### config.mk
export PLATFORM = sky130hd
export DESIGN_NAME = led_frame_scheduler
export DESIGN_NICKNAME = d
export VERILOG_FILES = /design/src/rtl/led_pkg.sv /design/src/rtl/rr_arbiter.sv /design/src/rtl/led_frame_scheduler.sv
export SDC_FILE = /design/constraint.sdc
export NUM_CORES = 1
export LEC_CHECK = 0
export CORE_ASPECT_RATIO = 1.25
export CORE_MARGIN = 8
export CORE_UTILIZATION = 45
export DETAILED_ROUTE_END_ITERATION = 7
export PLACE_DENSITY_LB_ADDON = 0.05
export SLEW_MARGIN = 20
export SYNTH_ARGS = -nofsm -noshare
export SYNTH_HDL_FRONTEND = slang
export SYNTH_SLANG_ARGS = --single-unit
### constraint.sdc
create_clock -name clk_100mhz -period 6 [get_ports clk_100mhz]
set_input_delay 1.2 -clock clk_100mhz [delete_from_list [all_inputs] [get_ports clk_100mhz]]
set_output_delay 1.2 -clock clk_100mhz [all_outputs]
set_load 0.02 [all_outputs]
### src/rtl/led_pkg.sv
// ============================================================================
// Package  : led_pkg
// Brief    : Shared pixel type, strip length and scheduler state encoding.
// Revision : 1.0 - initial release
// ============================================================================
`default_nettype none

package led_pkg;

    localparam int LED_COUNT = 72;

    typedef struct packed {
        logic [7:0] r;
        logic [7:0] g;
        logic [7:0] b;
    } rgb_t;

    typedef enum logic [1:0] {
        ST_IDLE  = 2'd0,
        ST_READ  = 2'd1,
        ST_WRITE = 2'd2,
        ST_DONE  = 2'd3
    } led_sched_state_e;

endpackage : led_pkg

`default_nettype wire

### src/rtl/rr_arbiter.sv
// ============================================================================
// Module   : rr_arbiter
// Brief    : Combinational round-robin pick; search starts one past i_ptr.
// Revision : 1.0 - initial release
// ============================================================================
`default_nettype none

module rr_arbiter #(
    parameter int N = 4
) (
    input  logic [N-1:0]         i_req,
    input  logic [$clog2(N)-1:0] i_ptr,
    output logic [N-1:0]         o_grant
);

    localparam int PW = $clog2(N);

    int            w_pos;
    logic [PW-1:0] w_sel;
    logic          w_found;

    always_comb begin
        o_grant = '0;
        w_found = 1'b0;
        w_pos   = 0;
        w_sel   = '0;
        for (int i = 1; i <= N; i++) begin
            w_pos = (int'(i_ptr) + i) % N;
            w_sel = PW'(w_pos);
            if (!w_found && i_req[w_sel]) begin
                o_grant[w_sel] = 1'b1;
                w_found        = 1'b1;
            end
        end
    end

endmodule : rr_arbiter

`default_nettype wire

### src/rtl/led_frame_scheduler.sv
// ============================================================================
// Module   : led_frame_scheduler
// Brief    : Per-frame round-robin source pick, streams NUM_LEDS pixels into
//            the strip streamer write port at one pixel per two clocks.
// Options  : LED_SCHED_BLANK_EN - ticks with no eligible source run a dark frame.
// Revision : 1.0 - initial release
// ============================================================================
`default_nettype none

module led_frame_scheduler
    import led_pkg::*;
#(
    parameter int NUM_LEDS    = LED_COUNT,
    parameter int NUM_SRC     = 4,
    parameter int FRAME_TICKS = 400000
) (
    input  logic                  clk_100mhz,
    input  logic                  rst_n,
    input  logic                  enable,
    input  logic [NUM_SRC-1:0]    src_req,
    input  logic [24*NUM_SRC-1:0] src_rgb,
    output logic [NUM_SRC-1:0]    src_grant,
    output logic                  src_rd,
    output logic [6:0]            src_led_idx,
    output logic [23:0]           rgb,
    output logic                  new_rgb,
    output logic                  frame_done,
    output logic                  busy,
    output logic                  overrun
);

    localparam int             TW        = (FRAME_TICKS > 1) ? $clog2(FRAME_TICKS) : 1;
    localparam int             PW        = $clog2(NUM_SRC);
    localparam logic [TW-1:0]  TICK_LAST = TW'(FRAME_TICKS - 1);
    localparam logic [6:0]     IDX_LAST  = 7'(NUM_LEDS - 1);

    led_sched_state_e    state_q, state_d;
    logic [TW-1:0]       timer_q, timer_d;
    logic [6:0]          idx_q, idx_d;
    logic [PW-1:0]       ptr_q, ptr_d;
    logic [NUM_SRC-1:0]  grant_q, grant_d;
    logic                rd_q, rd_d;
    rgb_t                rgb_q, rgb_d;
    logic                new_rgb_q, new_rgb_d;
    logic                done_q, done_d;
    logic                busy_q, busy_d;
    logic                overrun_q, overrun_d;

    logic                w_tick;
    logic                w_start;
    logic [NUM_SRC-1:0]  w_arb_grant;
    logic [NUM_SRC-1:0]  w_start_grant;
    logic [23:0]         w_sel_rgb;
    logic [PW-1:0]       w_grant_idx;

    rr_arbiter #(
        .N (NUM_SRC)
    ) u_arb (
        .i_req   (src_req),
        .i_ptr   (ptr_q),
        .o_grant (w_arb_grant)
    );

    assign w_tick = (timer_q == TICK_LAST);

`ifdef LED_SCHED_BLANK_EN
    // Every tick starts a frame; with no eligible source the grant is empty and pixels read as black.
    assign w_start       = w_tick;
    assign w_start_grant = enable ? w_arb_grant : '0;
`else
    assign w_start       = w_tick && enable && (|src_req);
    assign w_start_grant = w_arb_grant;
`endif

    always_comb begin
        w_sel_rgb   = '0;
        w_grant_idx = ptr_q;
        for (int i = 0; i < NUM_SRC; i++) begin
            if (grant_q[i]) begin
                w_sel_rgb   = w_sel_rgb | src_rgb[24*i +: 24];
                w_grant_idx = PW'(i);
            end
        end
    end

    always_comb begin
        state_d   = state_q;
        timer_d   = w_tick ? '0 : timer_q + TW'(1);
        idx_d     = idx_q;
        ptr_d     = ptr_q;
        grant_d   = grant_q;
        rgb_d     = rgb_q;
        new_rgb_d = 1'b0;
        overrun_d = overrun_q | (w_tick && (state_q != ST_IDLE));
        case (state_q)
            ST_IDLE: begin
                if (w_start) begin
                    grant_d = w_start_grant;
                    idx_d   = '0;
                    state_d = ST_READ;
                end
            end
            ST_READ: begin
                state_d = ST_WRITE;
            end
            ST_WRITE: begin
                rgb_d     = rgb_t'(w_sel_rgb);
                new_rgb_d = 1'b1;
                if (idx_q == IDX_LAST) begin
                    state_d = ST_DONE;
                end else begin
                    idx_d   = idx_q + 7'd1;
                    state_d = ST_READ;
                end
            end
            ST_DONE: begin
                // An empty (blank) grant leaves the pointer where it was.
                ptr_d   = w_grant_idx;
                grant_d = '0;
                state_d = ST_IDLE;
            end
            default: begin
                state_d = ST_IDLE;
            end
        endcase
        rd_d   = (state_d == ST_READ) && (|grant_d);
        done_d = (state_d == ST_DONE);
        busy_d = (state_d != ST_IDLE);
    end

    always_ff @(posedge clk_100mhz or negedge rst_n) begin
        if (!rst_n) begin
            state_q   <= ST_IDLE;
            timer_q   <= '0;
            idx_q     <= '0;
            ptr_q     <= PW'(NUM_SRC - 1);
            grant_q   <= '0;
            rd_q      <= 1'b0;
            rgb_q     <= '0;
            new_rgb_q <= 1'b0;
            done_q    <= 1'b0;
            busy_q    <= 1'b0;
            overrun_q <= 1'b0;
        end else begin
            state_q   <= state_d;
            timer_q   <= timer_d;
            idx_q     <= idx_d;
            ptr_q     <= ptr_d;
            grant_q   <= grant_d;
            rd_q      <= rd_d;
            rgb_q     <= rgb_d;
            new_rgb_q <= new_rgb_d;
            done_q    <= done_d;
            busy_q    <= busy_d;
            overrun_q <= overrun_d;
        end
    end

    assign src_grant   = grant_q;
    assign src_rd      = rd_q;
    assign src_led_idx = idx_q;
    assign rgb         = rgb_q;
    assign new_rgb     = new_rgb_q;
    assign frame_done  = done_q;
    assign busy        = busy_q;
    assign overrun     = overrun_q;

endmodule : led_frame_scheduler

`default_nettype wire
==> impl_results.md, run 1 <==
* Max cap viols at 0
* RSZ-0062 raised after global routing: false
* Rel. slew slack at 31.8%
* Leakage at 2.07 nW
* Syn Inst Count at 373
* Placer Congestion at 0.923
* Setup CP Type: reg -> out
* Slew Viols, Final at 0
* Synth top area share at 43.4%
* Die area at 10900 um^2
* Initial cell density of the core at 45.6%
* Die Y at 115 um
* Routing usage on met1 at 24.4%
* TNS Setup at 0 ns
* Hold Crit Class: reg -> reg
* Clk sinks at 63
* Top cells by area, synth: dfrtp_1 (43%), a22oi_1 (10%), nor2_1 (5.3%)
* Gr usage total at 20.4%
* Htree depth at 3
* Number of enable flip-flop cells after synthesis at 0
* Cell total after placement at 593
* Area Overhead vs Synth at 47.0%
* Slew @ Worst Pin at 1.02 ns
* I/O pin total at 143
* Final ANT Viol Nets at 0
* Status: complete, no violations
* Core area at 7700 um^2
* Initial antenna violation count at 0
* CTS max path bufs at 2
* Final hold vios at 0
* Worst setup SP type: flip-flop
* Primary FF master, synth: dfrtp_1
* Nets at 626
* Post-DR vias/cell at 5.54
* Non-Filler Instances at 608
* Final worst path period need at 3.33 ns
* Num CTS Buffers at 9
* CP Max Fanout at 29
* Gr busiest metal: met2
* CP max stage delay at 1.02 ns
* # rows at 36
* Syn_area_per_cell at 9.43 um^2
* # Post-CTS Setup Buffers at 0
* Synthesized cell area at 3520 um^2
* Final cycle utilization of the critical path at 55.4%
* Total Routed Length at 11.3 mm
* Clock Tree Root: clkbuf_8
* Power per cell area at 161 nW/um^2
* Via count at 3368
* Critical Path, Cell by Cell: clkdlybuf4s50_1
* Setup violations, final at 0
* DP HPWL at 8.41 mm
* CP endpoint kind: output pin
* Maximum VDD drop at 0.160 mV
* Part of the Yosys area used for sequential elements at 44.9%
* Async SR Flop Fraction at 100%
* CTS Hold Bufs at 0
* Delay-heaviest family, CP: flip-flops
* Synth Warn # at 0
* Post-synth top area cell: dfrtp_1
* Vias in the first global route at 3356
* Grt met2 use at 34.5%
* Post-CTS resize count at 0
* Number of buffers added on ports at 142
* Share of post-route cells with drive strength above 1 at 6.43%
* Worst path slowest cell: dfrtp_1
* Number of distinct library cells after synthesis at 48
* GR Overflow Total at 0
* Bufs and invs on worst path at 1
* Pre-Repair DR Iteration Count at 4
* Iter 0 DRT Violations at 111
* Clk_lat worst skew at 0.33 ns
* Max frequency at 301 MHz
* Die W at 95.1 um
* Seq cells post-synth at 63
* First-pass GRT wire length at 17.5 mm
* Worst endpoint required time at 4.80 ns
* Drt drc at 0
* Largest net degree at the start of global routing at 64
* GRT met3 Usage at 4.96%
* TritonCTS clock tree: yes
* Synth Net Count at 490
* CTS clock-pin slew for the worst setup and hold paths at 0.07 ns
* Data arrival time of the critical path at 2.13 ns
* WL per Instance at 18.5 um
* Final Skew at 0.00726 ns
* ANT cells at 0
[cells in the final DEF (no fill, tap or decap), types with 7 or more instances in the layout]
cell type,count
clkdlybuf4s50_1,141
dfrtp_1,61
nor2_1,50
a22oi_1,48
a31oi_1,27
nand2_1,24
o21ai_0,16
inv_1,14
ha_1,13
clkbuf_8,10
nand3_1,9
xor2_1,8
nor2b_1,7
xnor2_1,7
[routing by layer]
layer / vias to the layer above / wire length [um]
met1: 1597 / 4700
met4: 0 / 175
met2: 116 / 5480
met5: - / 0
li1: 1642 / -
met3: 13 / 895
[power breakdown]
part / switching (W) / leakage [nW] / internal [W]
Combinational: 0.0000240 / 1.15 / 0.0000621
Clock: 0.000163 / 0.0850 / 0.000157
Sequential: 0 / 0.838 / 0.000425
[registers in the layout, indices dropped and copies added, names as in the netlist]
signal	cells
state_q	2
rgb	24
busy	1
overrun	1
frame_done	1
timer_q	19
src_led_idx	7
ptr_q	2
src_rd	1
new_rgb	1
src_grant	4
[worst reg2reg max path: cells and delay by family (launching register included)]
kind            cells  cell delay (ns)
simple gates        1             0.09
fa+ha+maj           1             0.42
compound gates      3             0.76
mux                 2             0.66
flops               1             0.68
buf+inv             1             0.17
[cell families (layout without fill, tap and decap cells)]
family,after synthesis,count (layout),share of synthesized area [%]
flip-flops,63,63,44.9
multiplexers,5,5,1.53
AND/OR/NAND/NOR,122,122,17.4
adder cells (fa/ha/maj),14,14,4.98
AO/OA/AOI/OAI,119,119,23.7
buffers and inverters,35,175,3.77
XOR/XNOR,15,15,3.74
[metrics by stage]
stage / util (%) / hold slack, ns / instance area, um^2 / setup WS (ns) / total power (W)
after floorplan: - / 0.433 / 3520 / 3.21 / 0.000440
after global routing: 67.1 / 0.489 / 5170 / 2.60 / 0.000861
after global placement: 65.0 / 0.445 / 5000 / 2.55 / 0.000518
after detailed placement: 65.0 / 0.454 / 5000 / 2.48 / 0.000519
final: 67.1 / 0.456 / 5170 / 2.67 / 0.000831
after CTS: 67.1 / 0.463 / 5170 / 2.65 / 0.000836
[path summary, 6_finish.rpt]
path | slack (ns) | end | start | depth (start not counted)
worst min register to register | 0.46 | timer_q[0]$_DFF_PN0_ | timer_q[0]$_DFF_PN0_ | 1
max in group asynchronous | 4.43 | overrun$_DFF_PN0_ | rst_n | 2
worst min-delay path | 0.46 | timer_q[0]$_DFF_PN0_ | timer_q[0]$_DFF_PN0_ | 1
worst max register to register | 3.10 | src_rd$_DFF_PN0_ | ptr_q[0]$_DFFE_PN1P_ | 8
min in group asynchronous | 1.03 | rgb[0]$_DFFE_PN0P_ | rst_n | 2
worst max-delay path | 2.67 | src_grant[2] | src_grant[2]$_DFF_PN0_ | 1
[synth_stat cells (all sizes together) (4+ instances only)]
cell / n
a221oi: 4
a22oi: 48
a2bb2oi: 4
a31oi: 27
clkbuf: 20
dfrtp: 61
ha: 14
inv: 14
nand2: 24
nand3: 9
nand3b: 4
nor2: 50
nor2b: 7
nor4: 5
o21ai: 18
o31ai: 4
xnor2: 7
xor2: 8
[area by class of cell]
type	count	area [um^2]
clock buffers	11	141
clock inverters	4	22.5
fillers	625	2530
inverters	14	52.6
multi-input cells	275	1810
flip-flops and latches	63	1580
well taps	95	119
repair buffers	146	1450
Note: power is estimated with default switching activity, not from simulation.
==> run 2, diff against run 1 <==
--- a/config.mk
+++ b/config.mk
@@ -7,7 +7,7 @@
 export LEC_CHECK = 0
 export CORE_ASPECT_RATIO = 1.25
 export CORE_MARGIN = 8
-export CORE_UTILIZATION = 45
+export CORE_UTILIZATION = 44
 export DETAILED_ROUTE_END_ITERATION = 7
 export PLACE_DENSITY_LB_ADDON = 0.05
 export SLEW_MARGIN = 20
==> constraint.sdc (replaced) <==
create_clock -name clk_100mhz -period 3.33 [get_ports clk_100mhz]
set_input_delay 0.666 -clock clk_100mhz [delete_from_list [all_inputs] [get_ports clk_100mhz]]
set_output_delay 0.666 -clock clk_100mhz [all_outputs]
set_load 0.02 [all_outputs]
==> run 2 against run 1 <==
  * Via count up 2.1%
  * Die area up 1.9%
  * Non-clock buffer count up 2
  * Sequential power up 80%
  * Largest power group unchanged
  * Wire length up 2.1%
==> impl_results.md, run 2 (synthesized netlist as in run 1, its figures left out) <==
* Status: complete, no violations
* Initial antenna violation count at 0
* # rows at 36
* Worst endpoint required time at 3.55 ns
* GR Overflow Total at 0
* Die Y at 116 um
* Vias in the first global route at 3557
* Clk sinks at 63
* CTS clock-pin slew for the worst setup and hold paths at 0.07 ns
* Total Routed Length at 11.5 mm
* Initial cell density of the core at 45.1%
* Clock Tree Root: clkbuf_8
* Die area at 11100 um^2
* Rel. slew slack at 39.2%
* CTS Hold Bufs at 0
* DP HPWL at 8.64 mm
* RSZ-0062 raised after global routing: false
* CP Max Fanout at 13
* Die W at 96.0 um
* ANT cells at 0
* Drt drc at 0
* Final cycle utilization of the critical path at 85.9%
* TritonCTS clock tree: yes
* I/O pin total at 143
* Area Overhead vs Synth at 48.8%
* Placer Congestion at 0.824
* WL per Instance at 18.8 um
* Cell count of the worst reg-to-reg path at 8
* Data arrival time of the critical path at 3.08 ns
* Iter 0 DRT Violations at 139
* Htree depth at 3
* Post-CTS resize count at 0
* Setup CP Type: reg -> reg
* Final hold vios at 0
* Setup violations, final at 0
* Number of buffers added on ports at 142
* Slew @ Worst Pin at 0.912 ns
* Max cap viols at 0
* Share of post-route cells with drive strength above 1 at 6.98%
* Worst setup SP type: flip-flop
* Final worst path period need at 2.86 ns
* Leakage at 2.10 nW
* Largest net degree at the start of global routing at 50
* Slew Viols, Final at 0
* Hold Crit Class: in -> async
* Pre-Repair DR Iteration Count at 6
* Gr usage total at 20.7%
* First-pass GRT wire length at 18.0 mm
* Hold WS at 0.446 ns
* Max frequency at 350 MHz
* FILL cells at 628
* Maximum VDD drop at 0.293 mV
* Post-DR vias/cell at 5.63
* TNS Setup at 0 ns
* Clk_lat worst skew at 0.34 ns
* Most frequent cells in the layout: clkdlybuf4s50_1 (141), dfrtp_1 (61), nor2_1 (50)
* CP endpoint kind: flip-flop
* Num CTS Buffers at 9
* Final Skew at 0.0122 ns
* Nets at 628
* Via count at 3439
* Power per cell area at 314 nW/um^2
* CTS max path bufs at 2
* Commonest non-fill, non-tap cell in the layout: clkdlybuf4s50_1
* Largest register FFs at 24
* Final ANT Viol Nets at 0
* Core area at 7790 um^2
* Post-layout util at 67.1%
* # Post-CTS Setup Buffers at 0
[run 2: report_power, final]
part	internal, W	switching [W]	leakage [nW]	total, W
clock network	0.000419	0.000306	0.102	0.000724
logic	0.000112	0.0000433	1.16	0.000155
registers	0.000765	0	0.838	0.000765
[run 2: final timing paths]
path,from,end,slack (ns)
min,rst_n,rgb[19]$_DFFE_PN0P_,0.45
min in group clk_100mhz,timer_q[0]$_DFF_PN0_,timer_q[0]$_DFF_PN0_,0.47
min reg2reg,timer_q[0]$_DFF_PN0_,timer_q[0]$_DFF_PN0_,0.47
max reg2reg,ptr_q[0]$_DFFE_PN1P_,src_rd$_DFF_PN0_,0.47
max in group asynchronous,rst_n,timer_q[18]$_DFF_PN0_,2.03
max,ptr_q[0]$_DFFE_PN1P_,src_rd$_DFF_PN0_,0.47
[run 2: critical path: stages (launching register included)]
cell      delay, ns
dfstp_2        0.68
inv_1          0.16
ha_1           0.41
mux2_2         0.37
mux2i_1        0.30
nor2_1         0.07
a221oi_1       0.21
o21ai_1        0.11
o41a_1         0.42
[run 2: cell type report]
| class | instances | area, um^2 | area share [%] |
|---|---|---|---|
| tap | 95 | 119 | 2.27 |
| inverter | 14 | 52.6 | 1.00 |
| timing repair buffer | 148 | 1460 | 27.9 |
| clock buffer | 10 | 128 | 2.44 |
| sequential | 63 | 1580 | 30.2 |
| multi-input combinational | 275 | 1810 | 34.5 |
| clock inverter | 6 | 85.1 | 1.63 |
[run 2: routing by layer]
layer	global-route usage (%)	part of all wire, %
met3	5.70	8.9
met2	36.4	49
met5	0	0
met4	6.68	1.5
met1	23.4	40
[run 2: per-stage QoR]
stage          power (W)  worst slack, ns  cell area [um^2]  cells
2_1_floorplan   0.000793            0.537              3520    373
3_5_place_dp    0.000935            0.247              5020    595
3_3_place_gp    0.000933            0.367              5020    595
5_1_grt          0.00170            0.191              5230    611
4_1_cts          0.00166            0.470              5230    611
6_report         0.00164            0.469              5230    611
==> run 3, diff against run 2 <==
--- a/config.mk
+++ b/config.mk
@@ -5,9 +5,11 @@
 export SDC_FILE = /design/constraint.sdc
 export NUM_CORES = 1
 export LEC_CHECK = 0
+export CELL_PAD_IN_SITES_DETAIL_PLACEMENT = 1
+export CELL_PAD_IN_SITES_GLOBAL_PLACEMENT = 1
 export CORE_ASPECT_RATIO = 1.25
 export CORE_MARGIN = 8
-export CORE_UTILIZATION = 44
+export CORE_UTILIZATION = 32
 export DETAILED_ROUTE_END_ITERATION = 7
 export PLACE_DENSITY_LB_ADDON = 0.05
 export SLEW_MARGIN = 20
==> run 3 against run 2 <==
  * Final area up 2.9%
  * First-iteration DRC count unchanged
  * Utilization down 18 points
  * Cell count up 6.9%
  * Sequential share of layout area down 0.86 points
  * Total power up 14%
  * Hold slack better by 0.012 ns
  * Largest power group is now clock
  * Sequential power about the same
==> impl_results.md, run 3 (synthesized netlist as in run 1, its figures left out) <==
* Min-delay src: timer_q[0]$_DFF_PN0_
* Placed inst area at 5080 um^2
* Max cap viols at 0
* RSZ-0062 raised after global routing: false
* Hold Crit Class: reg -> reg
* Slew Viols, Final at 0
* Core area at 10900 um^2
* Htree depth at 3
* Worst setup SP type: flip-flop
* Internal power at 0.00149 W
* Data arrival time of the critical path at 3.12 ns
* Slew @ Worst Pin at 0.851 ns
* Clock power frac at 50.5%
* Post-DR vias/cell at 5.29
* Register area at 1580 um^2
* Gr usage total at 18.0%
* # Post-CTS Setup Buffers at 0
* Die area at 14600 um^2
* FILL cells at 1261
* Seq pwr share at 41.1%
* Via count at 3452
* Nets at 630
* # rows at 43
* Die Y at 133 um
* Setup violations, final at 0
* Area Overhead vs Synth at 53.2%
* Share of post-route cells with drive strength above 1 at 7.34%
* First-pass GRT wire length at 20.6 mm
* Setup crit start: ptr_q[0]$_DFFE_PN1P_
* Final instance area at 5390 um^2
* Die W at 110 um
* Leakage at 2.16 nW
* Setup CP Type: reg -> reg
* DP HPWL at 9.74 mm
* CTS clock-pin slew for the worst setup and hold paths at 0.05 ns
* Total Routed Length at 13.1 mm
* CTS max path bufs at 2
* Max frequency at 342 MHz
* Num CTS Buffers at 9
* I/O pin total at 143
* TNS Setup at 0 ns
* Largest register FFs at 24
* Maximum VDD drop at 0.252 mV
* Drt drc at 0
* Switch share at 19.9%
* Initial cell density of the core at 32.2%
* Number of buffers added on ports at 142
* CP Max Fanout at 13
* CTS Hold Bufs at 0
* Placer Congestion at 0.814
* WL per Instance at 20.1 um
* Iter 0 DRT Violations at 139
* Clk sinks at 63
* GR Overflow Total at 0
* Multi-input gate area at 1810 um^2
* Reg2Reg Launch Point: ptr_q[0]$_DFFE_PN1P_
* Worst endpoint required time at 3.53 ns
* CP endpoint kind: flip-flop
* Vias in the first global route at 3726
* Commonest non-fill, non-tap cell in the layout: clkdlybuf4s50_1
* Most frequent cells in the layout: clkdlybuf4s50_1 (141), dfrtp_1 (61), nor2_1 (50)
* Rel. slew slack at 43.3%
* Critical Path, Cell by Cell: inv_1 -> ha_1 -> mux2_2 -> mux2i_1 -> nor2_1 -> a221oi_1 -> o21ai_1 -> o41a_1
* Final ANT Viol Nets at 0
* Status: complete, no violations
* Pre-Repair DR Iteration Count at 4
* Largest net degree at the start of global routing at 64
* CP max stage delay at 0.67 ns
* Final cycle utilization of the critical path at 87.7%
* Power per cell area at 347 nW/um^2
* Final Skew at 0.00573 ns
* ANT cells at 0
* Post-CTS resize count at 0
* Final hold vios at 0
* TritonCTS clock tree: yes
* Worst path slowest cell: dfstp_2
* P_sw at 0.000372 W
* Initial antenna violation count at 0
* Combinational power share at 8.5%
* Final worst path period need at 2.92 ns
* Clock Tree Root: clkbuf_16
* Clk_lat worst skew at 0.33 ns
-- run 3: cell types whose count changed in the layout (fill, tap and decap cells not counted), sizes merged --
cell,before,now
buf,7,9
clkbuf,10,12
clkinvlp,2,0
bufinv,2,1
clkinv,2,3
-- run 3: cell type report --
type | count | share of cell area, %
clock buffers | 12 | 4.76
flip-flops and latches | 63 | 29.3
well taps | 135 | 3.14
clock inverters | 4 | 0.836
repair buffers | 150 | 27.4
inverters | 14 | 0.976
multi-input cells | 275 | 33.6
-- run 3: final timing paths --
| path | depth (start not counted) | end | slack (ns) |
|---|---|---|---|
| setup / recovery | 8 | src_rd$_DFF_PN0_ | 0.41 |
| hold / removal | 1 | timer_q[0]$_DFF_PN0_ | 0.46 |
| setup reg to reg | 8 | src_rd$_DFF_PN0_ | 0.41 |
| hold reg to reg | 1 | timer_q[0]$_DFF_PN0_ | 0.46 |
| max in group asynchronous | 2 | timer_q[6]$_DFF_PN0_ | 2.24 |
| min in group asynchronous | 2 | rgb[8]$_DFFE_PN0P_ | 0.52 |
-- run 3: through the flow --
stage	power, W	util (%)	hold WS, ns	setup WS [ns]	instances
floorplan	0.000793	-	0.370	0.537	373
global placement	0.000936	46.5	0.442	0.316	637
detailed placement	0.000938	46.5	0.444	0.270	637
CTS	0.00190	49.3	0.461	0.401	653
global route	0.00194	49.3	0.482	0.190	653
finish	0.00187	49.3	0.458	0.409	653
-- run 3: metal layers --
metal  global-route usage (%)  up-vias  share of wire [%]
met5                        0        -                  0
met3                     4.59       12                6.6
met1                     21.4     1692                 44
met2                     30.6       99                 48
li1                         -     1649                  -
met4                     5.72        0                1.3
-- run 3: power by group through the flow --
stage / clock, W / sequential (W) / combinational [W]
2_1_floorplan: 0 / 0.000780 / 0.0000129
3_3_place_gp: 0 / 0.000780 / 0.000156
3_5_place_dp: 0 / 0.000780 / 0.000159
4_1_cts: 0.000975 / 0.000766 / 0.000160
5_1_grt: 0.00101 / 0.000766 / 0.000171
6_report: 0.000942 / 0.000767 / 0.000158
-- run 3: worst max-delay path, delay by kind of cell (launching register included) --
family | cells | cell delay [ns]
and+or+nand+nor | 1 | 0.08
adders and majority gates | 1 | 0.42
DFF | 1 | 0.67
buffers and inverters | 1 | 0.16
muxes | 2 | 0.67
AOI/OAI and AO/OA | 3 | 0.79
